`src/rtl/bg_copy_pkg.sv`:
```
// rtl/bg_copy_pkg.sv - shared state type and default sizes for the background copy engine
package bg_copy_pkg;

  typedef enum logic [2:0] {
    IDLE,
    LATCH,
    READ,
    WRITE,
    DONE
  } bg_copy_state_t;

  localparam int unsigned BG_IMG_WORDS_DEF = 153600;
  localparam int unsigned BG_STRIDE_DEF    = 307200;
  localparam int unsigned BG_NUM_DEF       = 4;

endpackage

```
`src/rtl/bg_copy_engine_if.sv`:
```
// rtl/bg_copy_engine_if.sv - SRAM read and framebuffer write handshakes of the copy engine
interface bg_copy_engine_if #(
  parameter int unsigned DATA_W  = 16,
  parameter int unsigned SRAM_AW = 20,
  parameter int unsigned OCM_AW  = 19
);
  logic               sram_rd_req;
  logic [SRAM_AW-1:0] sram_addr;
  logic               sram_rd_ack;
  logic [DATA_W-1:0]  sram_rdata;
  logic               ocm_wr_req;
  logic [OCM_AW-1:0]  ocm_addr;
  logic [DATA_W-1:0]  ocm_wdata;
  logic               ocm_wr_ack;

  modport master (
    output sram_rd_req, sram_addr, ocm_wr_req, ocm_addr, ocm_wdata,
    input  sram_rd_ack, sram_rdata, ocm_wr_ack
  );

  modport slave (
    input  sram_rd_req, sram_addr, ocm_wr_req, ocm_addr, ocm_wdata,
    output sram_rd_ack, sram_rdata, ocm_wr_ack
  );
endinterface

```
`src/rtl/bg_addr_gen.sv`:
```
// rtl/bg_addr_gen.sv - latched background base, word index and derived SRAM/OCM addresses
module bg_addr_gen
  import bg_copy_pkg::*;
#(
  parameter int unsigned SRAM_AW   = 20,
  parameter int unsigned OCM_AW    = 19,
  parameter int unsigned NUM_BG    = BG_NUM_DEF,
  parameter int unsigned IMG_WORDS = BG_IMG_WORDS_DEF,
  parameter int unsigned BG_STRIDE = BG_STRIDE_DEF
) (
  input  logic                           clk,
  input  logic                           rst,
  input  logic                           start_acc,
  input  logic [$clog2(NUM_BG)-1:0]      bg_sel,
  input  logic                           load_base,
  input  logic                           step,
  output logic [SRAM_AW-1:0]             sram_addr,
  output logic [OCM_AW-1:0]              ocm_addr,
  output logic [$clog2(IMG_WORDS+1)-1:0] count,
  output logic                           last_word
);
  localparam int unsigned SEL_W = $clog2(NUM_BG);
  localparam int unsigned CNT_W = $clog2(IMG_WORDS + 1);

  logic [SEL_W-1:0]   sel_q, sel_d;
  logic [SRAM_AW-1:0] base_q, base_d;
  logic [CNT_W-1:0]   idx_q, idx_d;

  always_comb begin
    sel_d  = sel_q;
    base_d = base_q;
    idx_d  = idx_q;
    // Out-of-range selections fall back to background 0.
    if (start_acc) begin
      sel_d = (32'(bg_sel) < NUM_BG) ? bg_sel : '0;
      idx_d = '0;
    end
    if (load_base) base_d = SRAM_AW'(32'(sel_q) * BG_STRIDE);
    if (step)      idx_d  = idx_q + CNT_W'(1);
  end

  always_ff @(posedge clk or posedge rst) begin
    if (rst) begin
      sel_q  <= '0;
      base_q <= '0;
      idx_q  <= '0;
    end else begin
      sel_q  <= sel_d;
      base_q <= base_d;
      idx_q  <= idx_d;
    end
  end

  assign sram_addr = SRAM_AW'(32'(base_q) + 32'(idx_q));
  assign ocm_addr  = OCM_AW'(32'(idx_q) << 1);
  assign count     = idx_q;
  assign last_word = (32'(idx_q) == IMG_WORDS - 1);

endmodule

```
`src/rtl/bg_copy_engine.sv`:
```
// rtl/bg_copy_engine.sv - streams one background image from SRAM into the OCM framebuffer
// Optional BG_COPY_SENTINEL_EN: a read word >= SENTINEL terminates the copy early.
module bg_copy_engine
  import bg_copy_pkg::*;
#(
  parameter int unsigned        DATA_W    = 16,
  parameter int unsigned        SRAM_AW   = 20,
  parameter int unsigned        OCM_AW    = 19,
  parameter int unsigned        NUM_BG    = BG_NUM_DEF,
  parameter int unsigned        IMG_WORDS = BG_IMG_WORDS_DEF,
  parameter int unsigned        BG_STRIDE = BG_STRIDE_DEF,
  parameter logic [DATA_W-1:0]  SENTINEL  = 16'hF000
) (
  input  logic                           Clk,
  input  logic                           Reset,
  input  logic                           start,
  input  logic                           abort,
  input  logic [$clog2(NUM_BG)-1:0]      bg_sel,
  bg_copy_engine_if.master               mem,
  output logic                           busy,
  output logic                           done,
  output logic                           aborted,
  output logic [$clog2(IMG_WORDS+1)-1:0] words_copied
);
  bg_copy_state_t    state_q, state_d;
  logic [DATA_W-1:0] data_q, data_d;
  logic              aborted_q, aborted_d;
  logic              start_acc, load_base, step, last_word;

  bg_addr_gen #(
    .SRAM_AW  (SRAM_AW),
    .OCM_AW   (OCM_AW),
    .NUM_BG   (NUM_BG),
    .IMG_WORDS(IMG_WORDS),
    .BG_STRIDE(BG_STRIDE)
  ) u_addr_gen (
    .clk      (Clk),
    .rst      (Reset),
    .start_acc(start_acc),
    .bg_sel   (bg_sel),
    .load_base(load_base),
    .step     (step),
    .sram_addr(mem.sram_addr),
    .ocm_addr (mem.ocm_addr),
    .count    (words_copied),
    .last_word(last_word)
  );

`ifndef BG_COPY_SENTINEL_EN
  logic sentinel_unused;
  assign sentinel_unused = ^SENTINEL;
`endif

  always_comb begin
    state_d   = state_q;
    data_d    = data_q;
    aborted_d = 1'b0;
    start_acc = 1'b0;
    load_base = 1'b0;
    step      = 1'b0;
    // Abort outranks any ack arriving in the same cycle, so that write is not counted.
    if (abort && state_q != IDLE) begin
      state_d   = IDLE;
      aborted_d = 1'b1;
    end else begin
      case (state_q)
        IDLE: begin
          if (start) begin
            state_d   = LATCH;
            start_acc = 1'b1;
          end
        end
        LATCH: begin
          load_base = 1'b1;
          state_d   = READ;
        end
        READ: begin
          if (mem.sram_rd_ack) begin
`ifdef BG_COPY_SENTINEL_EN
            if (mem.sram_rdata >= SENTINEL) begin
              state_d = DONE;
            end else begin
              data_d  = mem.sram_rdata;
              state_d = WRITE;
            end
`else
            data_d  = mem.sram_rdata;
            state_d = WRITE;
`endif
          end
        end
        WRITE: begin
          if (mem.ocm_wr_ack) begin
            step    = 1'b1;
            state_d = last_word ? DONE : READ;
          end
        end
        DONE:    state_d = IDLE;
        default: state_d = IDLE;
      endcase
    end
  end

  always_ff @(posedge Clk or posedge Reset) begin
    if (Reset) begin
      state_q   <= IDLE;
      data_q    <= '0;
      aborted_q <= 1'b0;
    end else begin
      state_q   <= state_d;
      data_q    <= data_d;
      aborted_q <= aborted_d;
    end
  end

  assign mem.sram_rd_req = (state_q == READ);
  assign mem.ocm_wr_req  = (state_q == WRITE);
  assign mem.ocm_wdata   = data_q;
  assign busy            = (state_q != IDLE);
  assign done            = (state_q == DONE);
  assign aborted         = aborted_q;

endmodule

```
`src/flat_wrapper.sv`:
```
// flat-port wrapper written by rule: the top's interface ports become plain ports
module bg_copy_engine_flat import bg_copy_pkg::*;
#(
  parameter int unsigned        DATA_W    = 16,
  parameter int unsigned        SRAM_AW   = 20,
  parameter int unsigned        OCM_AW    = 19,
  parameter int unsigned        NUM_BG    = BG_NUM_DEF,
  parameter int unsigned        IMG_WORDS = BG_IMG_WORDS_DEF,
  parameter int unsigned        BG_STRIDE = BG_STRIDE_DEF,
  parameter logic [DATA_W-1:0]  SENTINEL  = 16'hF000
)
  (Clk, Reset, start, abort, bg_sel, busy, done, aborted, words_copied, mem_sram_rd_req, mem_sram_addr, mem_ocm_wr_req, mem_ocm_addr, mem_ocm_wdata, mem_sram_rd_ack, mem_sram_rdata, mem_ocm_wr_ack);
  bg_copy_engine_if #(.DATA_W(DATA_W), .SRAM_AW(SRAM_AW), .OCM_AW(OCM_AW)) mem_i ();
  input  logic Clk;
  input  logic Reset;
  input  logic start;
  input  logic abort;
  input  logic [$clog2(NUM_BG)-1:0] bg_sel;
  output logic busy;
  output logic done;
  output logic aborted;
  output logic [$clog2(IMG_WORDS+1)-1:0] words_copied;
  output wire logic [$bits(mem_i.sram_rd_req)-1:0] mem_sram_rd_req;
  output wire logic [$bits(mem_i.sram_addr)-1:0] mem_sram_addr;
  output wire logic [$bits(mem_i.ocm_wr_req)-1:0] mem_ocm_wr_req;
  output wire logic [$bits(mem_i.ocm_addr)-1:0] mem_ocm_addr;
  output wire logic [$bits(mem_i.ocm_wdata)-1:0] mem_ocm_wdata;
  input wire logic [$bits(mem_i.sram_rd_ack)-1:0] mem_sram_rd_ack;
  input wire logic [$bits(mem_i.sram_rdata)-1:0] mem_sram_rdata;
  input wire logic [$bits(mem_i.ocm_wr_ack)-1:0] mem_ocm_wr_ack;
  assign mem_sram_rd_req = mem_i.sram_rd_req;
  assign mem_sram_addr = mem_i.sram_addr;
  assign mem_ocm_wr_req = mem_i.ocm_wr_req;
  assign mem_ocm_addr = mem_i.ocm_addr;
  assign mem_ocm_wdata = mem_i.ocm_wdata;
  assign mem_i.sram_rd_ack = mem_sram_rd_ack;
  assign mem_i.sram_rdata = mem_sram_rdata;
  assign mem_i.ocm_wr_ack = mem_ocm_wr_ack;
  bg_copy_engine #(.DATA_W(DATA_W), .SRAM_AW(SRAM_AW), .OCM_AW(OCM_AW), .NUM_BG(NUM_BG), .IMG_WORDS(IMG_WORDS), .BG_STRIDE(BG_STRIDE), .SENTINEL(SENTINEL)) u_core (.Clk(Clk), .Reset(Reset), .start(start), .abort(abort), .bg_sel(bg_sel), .mem(mem_i), .busy(busy), .done(done), .aborted(aborted), .words_copied(words_copied));
endmodule
```
`config.mk`:
```
export PLATFORM = sky130hd
export DESIGN_NAME = bg_copy_engine_flat
export DESIGN_NICKNAME = d
export VERILOG_FILES = /design/src/rtl/bg_copy_pkg.sv /design/src/rtl/bg_copy_engine_if.sv /design/src/rtl/bg_addr_gen.sv /design/src/rtl/bg_copy_engine.sv /design/src/flat_wrapper.sv
export SDC_FILE = /design/constraint.sdc
export NUM_CORES = 1
export LEC_CHECK = 0
export ABC_AREA = 1
export ABC_CLOCK_PERIOD_IN_PS = 2200
export CAP_MARGIN = 15
export CORE_MARGIN = 3
export CORE_UTILIZATION = 45
export DETAILED_ROUTE_END_ITERATION = 10
export PLACE_DENSITY_LB_ADDON = 0.12
export SYNTH_ARGS = -nofsm -noshare
export SYNTH_HDL_FRONTEND = slang
export SYNTH_SLANG_ARGS = --single-unit
export TNS_END_PERCENT = 5
```
`constraint.sdc`:
```
create_clock -name Clk -period 2.2 [get_ports Clk]
set_clock_uncertainty 0.15 [all_clocks]
set_input_delay 0.44 -clock Clk [delete_from_list [all_inputs] [get_ports Clk]]
set_output_delay 0.44 -clock Clk [all_outputs]
set_load 0.05 [all_outputs]
```
==> flow_summary.toml <==
[setup_path]
end_kind = "output port"
critPathLaunchType = "register"
critPathMaxFanout = 3
path_class = "reg2out"
cp_data_required_time_ps = 1610
cp_slowest_cell = "dfrtp_1"
cpPeakStageDelay_ps = 420
worst-endpoint-arrival_ps = 1860
worstPathCellList = "ha_4 > fa_2 > nand4_1 > nand3_2 > xor2_4 > buf_12"

[clocking]
clock-sinks = 46
htreeDepth = 2
ctsLongestPathBuffers = 2
path_clk_slew_ps = 90
insertion_delay_ps = 300
numCtsBuffers = 5
cts_setup_buffers = 0
cts_tree = "done"
cts-root-buf = "clkbuf_8"

[power]
swShare_pct = 46.4
internal_power_mw = 2.26
vdd_drop_max_v = 0.000793
switchingPower_mw = 1.96
pwr_density_cell_mw_per_mm2 = 1060
combinationalPowerShare_pct = 57.4
clkPwrFrac_pct = 12.8
p_leak_nw = 2.02
seqPwrFrac_pct = 29.8

[logic_synthesis]
synth_cell_types = 39
synth_area_sq_mm = 0.00279
synth_seq_cells = 46
syn_inst = 349
yosysMostFrequentCell = "nand2_1"
synth_edf_count = 0
synth.avg_cell_area_sq_um = 7.99
synthArstFlopShare_pct = 100
yosysSeqAreaShare_pct = 41.3
synth_area_leaders = "dfrtp_1 41%, nand2_1 11%, buf_4 8.3%"
synth_top_area_share_pct = 41.3
netlist_top_cells_count = "81 x nand2_1, 46 x dfrtp_1, 42 x inv_1, 31 x buf_4, 27 x nor2_1"
yosys.area.top_type = "dfrtp_1"
synth_warnings = 0
syn_nets = 384
synthFlopType = "dfrtp_1"

[detailed_routing]
wl_met1_um = 2700
drt-vias-per-instance = 4.90
wl_met3_um = 637
drtIter0Drc = 95
ant_nets = 0
finalWirelength_um = 6520
vias = 2511
drc = 0
first_pass_iters = 4
wl_per_cell_um = 12.7
top_layer_used = "met4"
routed-wl-met2_um = 3100

[global_routing]
grt_usage_pct = 18.7
grt_pass1_vias = 2379
grt_max_degree = 47
antenna_found_initial = 0
grt_pass1_wl_um = 11000
overflow = 0

[floorplan]
die_h_um = 84.7
rows = 28
initial_core_util_pct = 46.8
die_area_sq_mm = 0.00718
ioPinCount = 102
die_w_um = 84.7
core_sq_mm = 0.00596

[final_layout]
fillers = 526
antennaDiodeCount = 0
seqCellArea_sq_mm = 0.00116
area_growth_pct = 43.2
multi_input_area_sq_mm = 0.00135
finish.net_count = 471
final_util_pct = 67.1
drive_gt1_share_pct = 28.1

[sta]
tightest_slew_ps = 569
relSlewSlack_pct = 62.0
clock.fmax_ghz = 0.409
rsz0062_at_grt = "true"
hold_violations = 0
slew_violations = 0
layout_min_cycle_time_ps = 2450
finalCritPeriodShare_pct = 111
layout_setup_ws_ps = -245
setup_viol = 6

[outcome]
violations = "negative setup slack"
status = "finished, violations left"

[worst_hold_path]
hold_path_class = "in2async"

[job]
max_cap_violations = 0

[place]
port_buffers = 100
place_ws_ps = 53.1
dpl.hpwl_um = 5010
gp_congestion = 0.842
## stage by stage
| step | setup TNS, ps | cell area (sq um) | instances | hold WS [ps] | power [mW] |
|---|---|---|---|---|---|
| after global routing | -1610 | 4000 | 512 | 374 | 4.45 |
| after CTS | -1310 | 3970 | 512 | 340 | 4.25 |
| after global placement | 0 | 3860 | 504 | 320 | 3.64 |
| final | -1010 | 4000 | 512 | 334 | 4.22 |
| after floorplan | -458 | 2920 | 349 | 325 | 2.81 |
| after detailed placement | 0 | 3860 | 504 | 327 | 3.68 |
## worst paths after layout
check | start | end | slack, ps | depth (start not counted)
worst max-delay path | u_core.u_addr_gen.base_q[18] | mem_sram_addr[18] | -250 | 6
worst min-delay path | Reset | u_core.u_addr_gen.count[8] | 330 | 3
worst max register to register | u_core.state_q[0] | u_core.mem.ocm_wdata[8] | 260 | 4
worst min register to register | u_core.mem.ocm_wdata[3] | u_core.mem.ocm_wdata[3] | 340 | 2
max in group asynchronous | Reset | u_core.u_addr_gen.count[13] | 1330 | 3
min in group Clk | u_core.mem.ocm_wdata[3] | u_core.mem.ocm_wdata[3] | 340 | 2
## layout by cell type (no fill, tap or decap), types with 4 or more instances in the layout
master,n
nand2_1,78
buf_4,63
inv_1,41
clkdlybuf4s50_1,41
dfrtp_1,39
nor2_1,27
o21ai_1,17
nand3_1,14
o21ai_0,11
buf_12,11
a21oi_1,9
nor3_1,7
nand4_1,7
dfrtp_2,7
ha_1,6
clkbuf_8,6
nand3_2,5
nand2_2,4
ha_4,4
## cells by family after synthesis
family                   synth area share (%)
buffers and inverters                    16.0
AND/OR/NAND/NOR                          25.0
multiplexers                             1.21
adder cells (fa/ha/maj)                  5.20
other                                   0.134
flip-flops                               41.3
AO/OA/AOI/OAI                            8.97
XOR/XNOR                                 2.20
## cell type report
type | count | share of cell area, %
clock buffers | 7 | 2.16
clock inverters | 1 | 0.125
inverters | 45 | 4.29
multi-input cells | 221 | 33.8
flip-flops and latches | 46 | 29.0
well taps | 75 | 2.35
repair buffers | 117 | 28.2
## critical path: cells and delay by family (launching register included)
family / cells / cell delay [ps]
xor+xnor: 1 / 210
fa+ha+maj: 2 / 560
buf+inv: 1 / 150
flops: 1 / 420
simple gates: 2 / 230
## power by group through the flow
stage	sequential, mW	clock (mW)	combinational (mW)
6_report	1.26	0.538	2.42
3_3_place_gp	1.26	0	2.39
5_1_grt	1.30	0.591	2.56
2_1_floorplan	1.77	0	1.04
4_1_cts	1.26	0.556	2.44
3_5_place_dp	1.26	0	2.42
## metal layers
layer | track usage, % | vias to the layer above
li1 | - | 1250
met1 | 23.2 | 1142
met2 | 31.2 | 106
met3 | 6.58 | 13
met4 | 4.75 | 0
met5 | 0 | -
## sequential cells by signal, summed over array words and instances (netlist names)
register,count
u_core.aborted,1
u_core.u_addr_gen.base_q,6
u_core.mem.ocm_wdata,16
u_core.u_addr_gen.sel_q,2
u_core.u_addr_gen.count,18
u_core.state_q,3
## what timing repair did
action	in CTS	in global routing
pin swaps	7	3
endpoints found under the setup margin	6	10
gates resized for setup	3	7
gates cloned	0	0
hold buffers	0	0
Note: power is estimated with default switching activity, not from simulation.
==> RTL change 1, RTL diff (same settings) <==
`BG_IMG_WORDS_DEF`: 153600 -> 76800.
--- a/src/rtl/bg_copy_pkg.sv
+++ b/src/rtl/bg_copy_pkg.sv
@@ -9,7 +9,7 @@
     DONE
   } bg_copy_state_t;
 
-  localparam int unsigned BG_IMG_WORDS_DEF = 153600;
+  localparam int unsigned BG_IMG_WORDS_DEF = 76800;
   localparam int unsigned BG_STRIDE_DEF    = 307200;
   localparam int unsigned BG_NUM_DEF       = 4;
 
Ports: changed (resized words_copied); port bits go from 102 to 101. The function was not compared with the original's and may differ.
==> RTL change 1 against the unedited design <==
  * The flow still finishes with violations (negative setup slack)
  * Clock power rose by 23%
  * Synthesized area increased by 0.72%
  * First-iteration DRC count rose by 6.3%
  * Utilization decreased by 0.58 points
  * Non-clock buffer count decreased by 8
  * Synthesized cell count up 2.6%
  * Setup slack better by 75 ps
  * Routed wire length grew 1.1%
  * Design area shrank 0.28%
  * Power increased by 3.9%
  * Hold slack lost 1.6 ps
  * Sequential cell count is 1 lower
  * Critical path type unchanged
  * Critical endpoint unchanged
  * Largest cell class unchanged
  * Largest power group unchanged
  * Highest routed layer unchanged
==> RTL change 1: results <==
metrics = {
    "placed_design": {
        "hpwl_um": 5070,
        "pre_cts_ws_ps": 94.7,
        "placed_area_um2": 3790,
        "place_inst": 507,
        "portBuffers": 98,
        "finalWeightedCongestion": 0.818,
    },
    "setup_path": {
        "critPathMaxFanout": 2,
        "cp-endpoint": "mem_sram_addr[18]",
        "cp_slowest_cell": "dfrtp_1",
        "reg2reg_depth": 8,
        "r2r-end": "u_core.u_addr_gen.count[16]",
        "max_stage_delay_ps": 410,
        "cp.arrival_ps": 1780,
        "r2r-start": "u_core.u_addr_gen.count[0]",
        "reg2reg_slack_ps": 390,
    },
    "clocking": {
        "clkTransAtPathRegs_ps": 90,
        "cts_buffers": 5,
    },
    "power_and_ir_drop": {
        "clock_power_share_pct": 15.1,
        "power.leakage_nw": 2.01,
        "p_sw_mw": 2.01,
        "seq-power_mw": 1.25,
        "switching_share_pct": 45.9,
        "max-vdd-ir-drop_v": 0.000913,
    },
    "logic_synthesis": {
        "synth_compound_area_share_pct": 6.95,
        "ys_types": 34,
        "synthMuxAreaShare_pct": 0.802,
        "synthTopCellsByArea": "dfrtp_1 (40%), nand2_1 (13%), buf_4 (8.3%)",
        "synth_fa_ha_area_share_pct": 4.72,
        "yosysWarnings": 0,
        "yosysSeqAreaShare_pct": 40.1,
        "synthTopCellsByCount": "nand2_1 (94), inv_1 (51), dfrtp_1 (45)",
        "synth_xor_area_share_pct": 1.87,
        "netlist_instances": 358,
    },
    "global_routing": {
        "grt_use_met3_pct": 7.86,
        "met2_usage_pct": 31.9,
        "grt_util_met1_pct": 23.5,
        "grt_use_total_pct": 19.4,
        "grt_pass1_wl_um": 11400,
        "grt_pass1_vias": 2418,
        "grt_max_degree": 46,
    },
    "drt": {
        "dr.first_iter.drc_count": 101,
        "vias": 2481,
        "firstDrtPassIters": 4,
        "wl_met2_um": 3060,
        "highest_layer": "met4",
        "met1_length_um": 2710,
        "wl_per_cell_um": 12.7,
        "dr_wl_met3_um": 724,
    },
    "timing": {
        "hold_ws_ps": 332,
        "layout_setup_ws_ps": -170,
        "setup_viol": 5,
        "tns_ps": -603,
        "max_slew_margin_pct": 63.7,
    },
    "final_layout": {
        "instances_no_fill": 517,
        "largest_reg_flops": 17,
        "layout.nets": 475,
        "drive_gt1_share_pct": 27.1,
    },
    "status": {
        "violations": "negative setup slack",
        "status": "complete, but fails checks",
    },
}
## RTL change 1: changes by cell type in the layout (fill, tap and decap cells not counted), moves of 3 or more
cell,delta
nand2_2,+4
nand3_2,-3
inv_1,+6
nor3_1,-5
a21oi_1,-6
nand4_1,+3
nor2_1,-6
nand3_1,+9
nand2_1,+12
buf_4,-8
## RTL change 1: final cells by class
cell class | count | area (um^2)
Inverter | 55 | 210
Clock buffer | 6 | 82.6
Fill cell | 519 | 2010
Sequential cell | 45 | 1130
Timing Repair Buffer | 109 | 1080
Tap cell | 75 | 93.8
Multi-Input combinational cell | 225 | 1350
Clock inverter | 2 | 37.5
## RTL change 1: repair_timing
| item | CTS | global route |
|---|---|---|
| pin swaps | 7 | 3 |
| resized for setup | 7 | 6 |
| setup endpoints to repair | 7 | 7 |
| endpoints found under the hold margin | 0 | 0 |
| gates cloned | 0 | 0 |
| buffers inserted | 1 | 1 |
==> RTL change 2, RTL diff (same flow settings) <==
Without the edit above. Make the reset (`Reset` and `rst`) synchronous in 2 clocked blocks.
--- a/src/rtl/bg_addr_gen.sv
+++ b/src/rtl/bg_addr_gen.sv
@@ -39,7 +39,7 @@
     if (step)      idx_d  = idx_q + CNT_W'(1);
   end
 
-  always_ff @(posedge clk or posedge rst) begin
+  always_ff @(posedge clk) begin
     if (rst) begin
       sel_q  <= '0;
       base_q <= '0;
--- a/src/rtl/bg_copy_engine.sv
+++ b/src/rtl/bg_copy_engine.sv
@@ -101,7 +101,7 @@
     end
   end
 
-  always_ff @(posedge Clk or posedge Reset) begin
+  always_ff @(posedge Clk) begin
     if (Reset) begin
       state_q   <= IDLE;
       data_q    <= '0;
Formal check against the unedited RTL: differs if Reset is asserted again (counterexample within 4 cycles, from zero or initial values and one cycle with Reset high); with Reset held inactive, the same outputs for 10 cycles.
==> RTL change 2 against the unedited design <==
  * Via count is 2.2% higher
  * Sequential cell count stayed put
  * Synthesized area decreased by 5.9%
  * Routed wire length up 0.51%
  * Non-clock buffer count stayed put
  * Setup slack gained 130 ps
  * Hold slack worse by 1.9 ps
  * Cell count increased by 4.9%
  * Design area fell by 0.75%
  * The run still ends with negative setup slack left
  * Global-route usage increased by 0.78 points
Power is not compared: it rests on default switching activity, and its combinational part moved more than twofold at a synthesized area within 25%.
==> RTL change 2: results <==
metrics = {
    "placed_design": {
        "pre_cts_ws_ps": 62.5,
        "hpwl_um": 4840,
        "finalWeightedCongestion": 0.828,
        "place_inst": 527,
        "placed_area_um2": 3690,
    },
    "global_routing": {
        "grt_use_total_pct": 19.5,
        "grt_max_degree": 37,
        "met2_usage_pct": 31.7,
        "grt_util_met1_pct": 25.5,
        "grt_pass1_wl_um": 10400,
    },
    "final_layout": {
        "layout.nets": 499,
        "fill_cells": 459,
        "instances_no_fill": 537,
    },
    "drt": {
        "viasPerCell": 4.78,
        "wl_per_cell_um": 12.2,
        "dr.first_iter.drc_count": 140,
        "wl_met2_um": 3130,
        "met1_length_um": 2840,
        "dr_wl_met3_um": 504,
    },
    "logic_synthesis": {
        "yosysSeqAreaShare_pct": 35.1,
        "syn_area_per_cell_um2": 6.93,
        "ys_types": 30,
        "syn-num-nets": 414,
        "synthTopCellsByCount": "nor2_1 (69), nand2_1 (67), dfxtp_1 (46)",
    },
    "setup_path": {
        "max_stage_delay_ps": 380,
        "cp_slowest_cell": "fa_2",
        "r2r-start": "u_core.u_addr_gen.count[0]",
    },
    "timing": {
        "tightest_slew_ps": 526,
        "layout_setup_ws_ps": -120,
        "tns_ps": -456,
        "setup_viol": 6,
    },
    "status": {
        "status": "complete, but fails checks",
        "violations": "negative setup slack",
    },
    "worst_hold_path": {
        "worstHoldPathType": "reg -> reg",
    },
}
-- RTL change 2: cell count changes in the layout (fill, tap and decap cells not counted), sizes merged, moves of 16 or more --
cell / unedited run / this run
nor2: 30 / 71
nand2: 83 / 67
dfxtp: 0 / 46
a21oi: 10 / 26
dfrtp: 46 / 0
buf: 74 / 56
-- RTL change 2: cells by family (layout without fill, tap and decap cells) --
kind of cell               Yosys count  count (layout)  synth area share, %
and+or+nand+nor                    179             179                 29.5
buffers and inverters               77             163                 16.2
AOI/OAI and AO/OA                   59              59                 11.6
DFF                                 46              46                 35.1
adders and majority gates           11              11                 5.53
xor gates and xnor gates             6               6                 2.00
other                                1               1                0.143
-- RTL change 2: worst register-to-register path, stage by stage (launching register included) --
cell and delay (ps):
dfxtp_1 440, nand3_1 150, nor2_1 390, nand3_1 190
nor2_1 210, nand3_1 90, nand2_1 70, nor2_1 40
-- RTL change 2: path summary, 6_finish.rpt --
path              slack [ps]                            to  cells past startpoint
hold / removal           330  u_core.u_addr_gen.base_q[19]                      2
hold reg to reg          330  u_core.u_addr_gen.base_q[19]                      2
setup / recovery        -120             mem_sram_addr[16]                      5
setup reg to reg         370   u_core.u_addr_gen.count[17]                      7
-- RTL change 2: repair_timing --
item	CTS	global route
buffers inserted	0	2
gates resized for setup	8	30
endpoints found under the setup margin	7	24
pin swaps	7	5
-- RTL change 2: cell type report --
class | count | area, um^2 | share of cell area [%]
Multi-Input combinational cell | 256 | 1480 | 37.4
Timing Repair Buffer | 117 | 1210 | 30.5
Sequential cell | 46 | 933 | 23.5
Inverter | 38 | 143 | 3.60
Tap cell | 72 | 90.1 | 2.27
Clock buffer | 5 | 68.8 | 1.74
Clock inverter | 3 | 40.0 | 1.01
